`src/rtl/ita_run_sequencer.sv`:
```
// Run controller for the expand/contract inference pipeline: issues N runs,
// captures each result vector and streams one framed packet per run to a UART.
//
// Handshakes:
//   eng_in_valid / eng_in_ready : valid is raised on ISSUE entry and held
//     until a cycle where ready is also high; that cycle is the transfer.
//   tx_valid / tx_busy : tx_valid is a one-cycle strobe, only ever raised
//     while tx_busy is low (tx_busy acts as an inverted ready).
//   abort forces both valid outputs low in the cycle it is seen.
module ita_run_sequencer #(
  parameter int OUTPUT_DIM     = 64,
  parameter int ACT_BITS       = 8,
  parameter int RUN_CNT_BITS   = 8,
  parameter int TIMEOUT_CYCLES = 1048576
) (
  input  logic                         clk,
  input  logic                         rst_n,
  input  logic                         start,
  input  logic [RUN_CNT_BITS-1:0]      num_runs,
  input  logic                         abort,
  output logic                         eng_in_valid,
  input  logic                         eng_in_ready,
  input  logic                         eng_out_valid,
  input  logic [OUTPUT_DIM*ACT_BITS-1:0] eng_out_vec,
  output logic [7:0]                   tx_data,
  output logic                         tx_valid,
  input  logic                         tx_busy,
  output logic                         busy,
  output logic                         done,
  output logic [1:0]                   err,
  output logic [RUN_CNT_BITS-1:0]      run_idx,
  output logic [2:0]                   dbg_state
);

  typedef enum logic [2:0] {
    S_IDLE     = 3'd0,
    S_ISSUE    = 3'd1,
    S_WAIT_RES = 3'd2,
    S_TX_ISSUE = 3'd3,
    S_TX_WAIT  = 3'd4,
    S_NEXT     = 3'd5
  } state_t;

  localparam int FRAME_LEN = OUTPUT_DIM + 3;
  localparam int BIW       = $clog2(FRAME_LEN);
  localparam int TCW       = $clog2(TIMEOUT_CYCLES + 1);
  localparam logic [BIW-1:0] LAST_BYTE = BIW'(FRAME_LEN - 1);
  localparam logic [TCW-1:0] TO_LAST   = TCW'(TIMEOUT_CYCLES - 1);
  localparam logic [1:0] ERR_NONE    = 2'd0;
  localparam logic [1:0] ERR_TIMEOUT = 2'd1;
  localparam logic [1:0] ERR_ABORT   = 2'd2;

  state_t                        state_q, state_d;
  logic [RUN_CNT_BITS-1:0]       runs_q;
  logic [BIW-1:0]                byte_idx_q;
  logic [TCW-1:0]                wait_cnt_q;
  logic [7:0]                    csum_q;
  logic                          guard_q;
  logic [OUTPUT_DIM*ACT_BITS-1:0] buf_q;
  logic [7:0]                    frame_byte;
  logic                          last_run;
  logic                          is_payload;
  logic                          is_data;

  assign busy       = (state_q != S_IDLE);
  assign dbg_state  = state_q;
  assign last_run   = (run_idx == runs_q - RUN_CNT_BITS'(1));
  // Payload covers run index and data bytes (checksum input); data excludes run index.
  assign is_payload = (byte_idx_q != '0) && (byte_idx_q != LAST_BYTE);
  assign is_data    = (byte_idx_q >= BIW'(2)) && (byte_idx_q != LAST_BYTE);

  // State register.
  always_ff @(posedge clk or negedge rst_n) begin
    if (!rst_n) state_q <= S_IDLE;
    else        state_q <= state_d;
  end

  // Select the frame byte at byte_idx; data bytes come from the low end of the shifting buffer.
  always_comb begin
    frame_byte = buf_q[7:0];
    if (byte_idx_q == '0)             frame_byte = 8'hA5;
    else if (byte_idx_q == BIW'(1))   frame_byte = run_idx[7:0];
    else if (byte_idx_q == LAST_BYTE) frame_byte = csum_q;
  end

  // Next-state and handshake outputs; abort overrides everything outside IDLE.
  always_comb begin
    state_d      = state_q;
    eng_in_valid = 1'b0;
    tx_valid     = 1'b0;
    case (state_q)
      S_IDLE: begin
        if (start && (num_runs != '0)) state_d = S_ISSUE;
      end
      S_ISSUE: begin
        eng_in_valid = 1'b1;
        if (eng_in_ready) state_d = S_WAIT_RES;
      end
      S_WAIT_RES: begin
        if (eng_out_valid)              state_d = S_TX_ISSUE;
        else if (wait_cnt_q == TO_LAST) state_d = S_IDLE;
      end
      S_TX_ISSUE: begin
        if (!tx_busy) begin
          tx_valid = 1'b1;
          state_d  = S_TX_WAIT;
        end
      end
      S_TX_WAIT: begin
        if (!guard_q && !tx_busy)
          state_d = (byte_idx_q == LAST_BYTE) ? S_NEXT : S_TX_ISSUE;
      end
      S_NEXT: begin
        state_d = last_run ? S_IDLE : S_ISSUE;
      end
      default: state_d = S_IDLE;
    endcase
    if (abort && (state_q != S_IDLE)) begin
      state_d      = S_IDLE;
      eng_in_valid = 1'b0;
      tx_valid     = 1'b0;
    end
  end

  assign tx_data = tx_valid ? frame_byte : 8'h00;

  // Run bookkeeping, status flags, timeout counter, byte index and running checksum.
  always_ff @(posedge clk or negedge rst_n) begin
    if (!rst_n) begin
      runs_q     <= '0;
      run_idx    <= '0;
      done       <= 1'b0;
      err        <= ERR_NONE;
      byte_idx_q <= '0;
      wait_cnt_q <= '0;
      csum_q     <= '0;
      guard_q    <= 1'b0;
    end else begin
      wait_cnt_q <= (state_q == S_WAIT_RES) ? wait_cnt_q + TCW'(1) : '0;
      guard_q    <= tx_valid;
      case (state_q)
        S_IDLE: begin
          if (start) begin
            runs_q  <= num_runs;
            run_idx <= '0;
            err     <= ERR_NONE;
            done    <= (num_runs == '0);
          end
        end
        S_WAIT_RES: begin
          if (!abort) begin
            if (eng_out_valid) begin
              byte_idx_q <= '0;
              csum_q     <= '0;
            end else if (wait_cnt_q == TO_LAST) begin
              err <= ERR_TIMEOUT;
            end
          end
        end
        S_TX_ISSUE: begin
          if (tx_valid && is_payload) csum_q <= csum_q ^ frame_byte;
        end
        S_TX_WAIT: begin
          if (!abort && !guard_q && !tx_busy) byte_idx_q <= byte_idx_q + BIW'(1);
        end
        S_NEXT: begin
          if (!abort) begin
            if (last_run) done <= 1'b1;
            else          run_idx <= run_idx + RUN_CNT_BITS'(1);
          end
        end
        default: ;
      endcase
      if (abort && (state_q != S_IDLE)) err <= ERR_ABORT;
    end
  end

  // Result buffer: loaded on a valid result in WAIT_RES, shifted one byte per data byte sent.
  always_ff @(posedge clk) begin
    if ((state_q == S_WAIT_RES) && eng_out_valid && !abort) buf_q <= eng_out_vec;
    else if (tx_valid && is_data)                           buf_q <= buf_q >> ACT_BITS;
  end

endmodule
```
`config.mk`:
```
export PLATFORM = sky130hd
export DESIGN_NAME = ita_run_sequencer
export DESIGN_NICKNAME = d
export VERILOG_FILES = /design/src/rtl/ita_run_sequencer.sv
export SDC_FILE = /design/constraint.sdc
export NUM_CORES = 1
export LEC_CHECK = 0
export ABC_AREA = 0
export BUFFER_PORTS_ARGS = -buffer_cell sky130_fd_sc_hd__buf_2
export CAP_MARGIN = 0
export CORE_ASPECT_RATIO = 0.9
export CORE_UTILIZATION = 35
export CTS_CLUSTER_DIAMETER = 120
export DETAILED_ROUTE_END_ITERATION = 12
export PLACE_DENSITY = 0.56
export SLEW_MARGIN = 20
export SYNTH_ARGS = -nofsm -noshare
export SYNTH_HDL_FRONTEND = slang
export SYNTH_SLANG_ARGS = --single-unit
```
`constraint.sdc`:
```
create_clock -name clk -period 17.85 [get_ports clk]
set_input_delay 1.785 -clock clk [delete_from_list [all_inputs] [get_ports clk]]
set_output_delay 1.785 -clock clk [all_outputs]
set_load 0.03 [all_outputs]
```
---- After elaboration in Yosys (flattened, before gate mapping) ----
Index checks and enable logic that the tools add are counted.
word-level totals
  register bits after elaboration ......... 571
  bits of input ports ..................... 527
  output and inout bits ................... 25
cells by class
  add/sub/neg operators ................... 4
  magnitude comparators ................... 1
  equal/unequal tests ..................... 27
  muxes and demuxes ....................... 44
  bitwise operators ....................... 1
  reduce and logical (&&, ||, !) cells .... 32
operator list
  kind                   count
  $mux 512               2
  $mux 8                 10
  $pmux 8 s2             2
  $mux 3                 8
  $ne 3x3->1 const B     8
  $add 21x1->21 const B  1
  $eq 21x20->1 const B   1
  $mux 21                1
  $mux 7                 3
  $pmux 3 s6             1
  $ne 2x2->1 const B     8
  $reduce_and 4->1       4
  $pmux 7 s2             1
  $logic_and 1x1->1      11
  $mux 2                 5
  $reduce_and 5->1       2
  $mux 1                 9
  $add 8x1->8 const B    1
  $eq 8x8->1             1
  $logic_not 8->1        1
  $reduce_bool 2->1      4
  $reduce_bool 8->1      1
  $sub 8x1->8 const B    1
  $xor 8x8->8            1
  other kinds (17)       22

---- Depth between registers and ports, before layout ----
  word-level depth ........................ 7
  mapped depth ............................ 9
  mapped depth without buffers ............ 8

---- Least setup slack after synthesis ----
No wires, ideal clock.
  path kind ............................... input port to flip-flop
  from .................................... input eng_out_valid
  to ...................................... register buf_q[0] (enable)
  library setup time ...................... 0.668 ns
  data arrival time ....................... 8.736 ns
  data required time ...................... 17.182 ns
  slack ................................... 8.446 ns
  stages on the path ...................... 5
  buffers on the path ..................... 2
  cells stage by stage .................... nand2_1 > nor3_1 > buf_2 > buf_2 > or2_2
on the way
  cells in the longest elaborated chain, start to end .. 3
ends and longest elaborated chain
  what                                RTL line  text
  start, declared                     23        input logic eng_out_valid,
  $logic_and 1x1->1 (2 in series)     180       if ((state_q == S_WAIT_RES) && eng_out_valid && !abort) buf_q <= eng_out_vec;
  $reduce_bool 2->1 (no source line)  --
  end signal, assigned                180
  end signal, assigned                181       else if (tx_valid && is_data) buf_q <= buf_q >> ACT_BITS;
  end, declared                       59        logic [OUTPUT_DIM*ACT_BITS-1:0] buf_q;
No other way between the ends.
A chain may end at the register's enable or synchronous reset.

---- Worst setup path in the final report ----
  from .................................... input abort
  to ...................................... register buf_q[216] (data pin)
on the way
  cells in the longest elaborated chain, start to end .. 3
ends and longest elaborated chain
  what               RTL line  text
  start, declared    20        input logic abort,
  $logic_not 1->1    180
  $logic_and 1x1->1  180
  $mux 512           180
No other way between the ends.

==> metrics.log <==
[metrics] standard-cell rows: 92
[metrics] asr flop ratio synth: 10.3%
[metrics] setup TNS: 0 ns
[metrics] fmax: 175 MHz
[metrics] quantity of gates resized following cts: 0
[metrics] post-detailed-route via-to-cell ratio: 4.80
[metrics] met1 layer wirelength in the final routing: 24300 um
[metrics] Post-Route WL: 61300 um
[metrics] most common cell type on the critical path: buf_4
[metrics] multi-input gate area in the final layout: 7700 um^2
[metrics] register bit count reported by yosys: 571
[metrics] area of the mapped netlist: 24900 um^2
[metrics] num ports: 552
[metrics] final weighted congestion of routability-driven global placement: 0.832
[metrics] share of cell area taken by muxes after synthesis: 22.9%
[metrics] number of levels the H-tree was split into: 3
[metrics] part of the Yosys area used for sequential elements: 67.5%
[metrics] portion of total power attributed to combinational logic: 12.8%
[metrics] net switching fraction of the power: 24.6%
[metrics] cell with the largest stage delay on the worst path: buf_4
[metrics] synthesized-area fraction occupied by adder cells: 0.351%
[metrics] min Tclk post-route: 5.70 ns
[metrics] run status: completed
[metrics] routed wire length per instance: 20.2 um
[metrics] category of the worst setup path launch point: input pin
[metrics] Worst Setup Path Type: input pin to flop
[metrics] sort of element at the end of the critical path: flop
[metrics] DP HPWL: 42600 um
[metrics] largest fanout on the critical path: 175
[metrics] clock latency at the later pin of the worst-skew pair: 0.61 ns
[metrics] die area: 72300 um^2
[metrics] arrival time reported for the critical path endpoint: 6.04 ns
[metrics] maximum vdd drop: 55.9 uV
[metrics] complex-gate fraction of the synthesized area: 1.56%
[metrics] power share of the sequential group: 48.3%
[metrics] clock transition at the register clock pins on the worst setup and hold paths after CTS: 0.06 ns
[metrics] number of design-rule violations left by the first detailed-router iteration: 984
[metrics] number of buffers inserted by post-CTS setup repair: 0
[metrics] combinational family with the most area after synthesis: multiplexers
[metrics] main flop type after synthesis: edfxtp_1
[metrics] switching component of the power: 0.832 mW
[metrics] reg-to-reg slack, setup: 12.77 ns
[metrics] TritonCTS buffer count: 66
[metrics] area overhead of the layout relative to synthesis: 23.3%
[metrics] IO Port Bufs: 551
[metrics] post-synthesis share of cell area spent on and, or, nand and nor gates: 4.64%
[metrics] vias in the first global route: 15000
[metrics] initial core utilization: 35.5%
[metrics] cell-internal power: 2.55 mW
[metrics] wire length of the first global-routing pass: 90100 um
[metrics] share of post-route cells with drive strength above 1: 56.2%
[metrics] pre-CTS setup slack: 11.48 ns
[metrics] endpoint required time on the critical path: 18.19 ns
[metrics] post-route clock skew: 0.0223 ns
[metrics] final routed DRC violation total: 0
[metrics] fraction of synthesized cell area in xor and xnor cells: 1.33%
[metrics] total global-route track usage: 16.4%
[metrics] relative contribution of the clock network to total power: 38.9%
[metrics] critical path cell sequence: buf_2 -> nor3_2 -> buf_12 -> buf_4 -> buf_4 -> buf_4 -> mux2_2
[metrics] Placeable Area: 70200 um^2
[metrics] type of the most critical hold path: flop to flop
[metrics] cts-stage hold buffer count: 0
[metrics] number of inserted filler cells in the final layout: 6427
[metrics] Largest stage delay, worst path: 0.90 ns
[metrics] width of the chip: 283 um
[metrics] setup violation total in the final timing report: 0
[metrics] Pleak: 11.3 nW
[metrics] period utilisation layout: 31.9%
[metrics] measured slew at the worst slew-check pin: 1.11 ns
[metrics] Final Worst Setup Slack: 12.15 ns
[metrics] Post-synth EDFFs: 512
[metrics] maximum clock insertion buffer count: 3
[metrics] Final Hold Fails: 0
[metrics] YS warnings: 0
[metrics] antenna violations before repair: 38
[metrics] Pre-Repair DR Iteration Count: 5
[metrics] power density over the cells: 110 nW/um^2
[metrics] nets@finish: 2570
[metrics] met3 wirelength from detailed routing: 4030 um
[metrics] final max-slew violation count: 0
[metrics] top sig layer: met5
[metrics] clock tree from TritonCTS: built
[metrics] count of unique library cells instantiated by Yosys: 64
[metrics] worst slew slack as a fraction of its limit: 26.2%
[metrics] largest net degree at the start of global routing: 176
[metrics] height of the chip: 255 um
[metrics] nets in the synthesized netlist: 2017
[metrics] setup repair after global routing missed its margin: false
[metrics] remaining antenna violation count: 0
[metrics] number of vias after detailed routing: 14600
[metrics] Root Buffer: clkbuf_16
[metrics] register area: 16900 um^2
[metrics] mean instance size in the synthesized netlist: 16.8 um^2
[metrics] Overflow after GRT: 0
[metrics] wire length on met2: 31300 um
[metrics] Mapped Cells: 1483
[metrics] # Max-Cap Violations: 0
[metrics] CTS sink cnt: 571
==> placed cells by master (no fill, tap or decap), types with 5 or more instances in the layout <==
cell       Yosys  routed
nand2b_1       7       7
a21oi_1        8       8
nand2_1       45      45
buf_2         55     551
nand4_1       11      11
diode_2        0      12
nor4_1         7       6
clkbuf_16      0      66
dfrtp_1       59      59
o21ai_1        6       6
mux2_2       506     506
clkbuf_1      18      15
nor4b_1        5       5
ha_1           7       7
nand3_1       24      24
and2_1         9       9
nor3_1         6       5
nor2_1        54      54
o21ai_0       15      15
and3_1         9       9
xnor2_1       12      12
inv_1         10      10
edfxtp_1     512     512
xor2_1        26      26
and4_1         7       7
clkinv_1       0      11
buf_4          1       8
==> synthesized netlist by cell type, types with 3 or more instances <==
cell / n / area [um^2]
ha_1: 7 / 87.6
mux2_2: 506 / 5700
nor3_1: 6 / 30.0
nand2_1: 45 / 169
buf_2: 55 / 275
and2_1: 9 / 56.3
or4_1: 4 / 30.0
nor2_1: 54 / 203
a21oi_1: 8 / 40.0
o31ai_1: 3 / 22.5
and3_1: 9 / 56.3
nand2b_1: 7 / 43.8
o21ai_1: 6 / 30.0
edfxtp_1: 512 / 15400
or3_1: 4 / 25.0
inv_1: 10 / 37.5
nor4b_1: 5 / 43.8
a31o_1: 3 / 26.3
nand3_1: 24 / 120
and4bb_1: 4 / 50.1
xnor2_1: 12 / 105
and4_1: 7 / 61.3
o21ai_0: 15 / 75.1
xor2_1: 26 / 228
a31oi_1: 4 / 25.0
dfrtp_1: 59 / 1480
nand4_1: 11 / 68.8
clkbuf_1: 18 / 67.6
nor4_1: 7 / 43.8
==> cells by family (layout without fill, tap and decap cells) <==
logic type / after synthesis / count (layout)
other: 0 / 12
muxes: 508 / 508
AOI/OAI and AO/OA: 58 / 58
DFF: 571 / 571
and+or+nand+nor: 213 / 213
buffers and inverters: 88 / 685
adders and majority gates: 7 / 7
xor gates and xnor gates: 38 / 38
==> per-stage QoR <==
step	cells	power, mW	instance area [um^2]	hold slack (ns)	util (%)
after floorplan	1483	1.97	24900	0.467	-
after global placement	2908	2.08	28600	0.489	40.8
after detailed placement	2908	2.09	28600	0.487	40.8
after CTS	3020	3.43	30700	0.508	43.8
after global routing	3031	3.53	30800	0.552	43.8
final	3032	3.38	30800	0.501	43.8
==> sequential cells by signal, indices dropped and copies added (netlist names) <==
name        cells
err             2
dbg_state       3
guard_q         1
runs_q          8
done            1
csum_q          8
run_idx         8
byte_idx_q      7
buf_q         512
wait_cnt_q     21
==> worst paths after layout <==
kind / depth (start not counted) / endpoint / from
max: 7 / buf_q[216] / abort
min: 2 / runs_q[7] / runs_q[7]
max reg2reg: 7 / buf_q[216] / dbg_state[0]
min reg2reg: 2 / runs_q[7] / runs_q[7]
max in group asynchronous: 2 / wait_cnt_q[12] / rst_n
min in group asynchronous: 2 / run_idx[4] / rst_n
==> worst max-delay path, delay by kind of cell <==
kind          cells  cell delay [ns]
buf+inv           5             3.30
mux               1             0.41
simple gates      1             0.34
==> power by group through the flow <==
stage	clock (mW)	combinational [mW]	sequential (mW)
CTS	1.36	0.437	1.63
finish	1.31	0.434	1.63
detailed placement	0	0.435	1.66
global route	1.40	0.477	1.64
floorplan	0	0.302	1.67
global placement	0	0.425	1.66
==> layer usage <==
metal | global-route usage (%) | up-vias
met5 | 0 | -
met2 | 27.9 | 361
met1 | 19.4 | 7165
li1 | - | 6832
met3 | 5.78 | 140
met4 | 5.19 | 52
==> layout make-up <==
class | instances | area share (%)
Inverter | 11 | 0.134
Antenna cell | 12 | 0.0976
Timing Repair Buffer | 562 | 9.36
Clock inverter | 28 | 1.09
Clock buffer | 84 | 5.69
Multi-Input combinational cell | 824 | 25.0
Tap cell | 940 | 3.82
Sequential cell | 571 | 54.8
(Power assumes the default switching activity.)
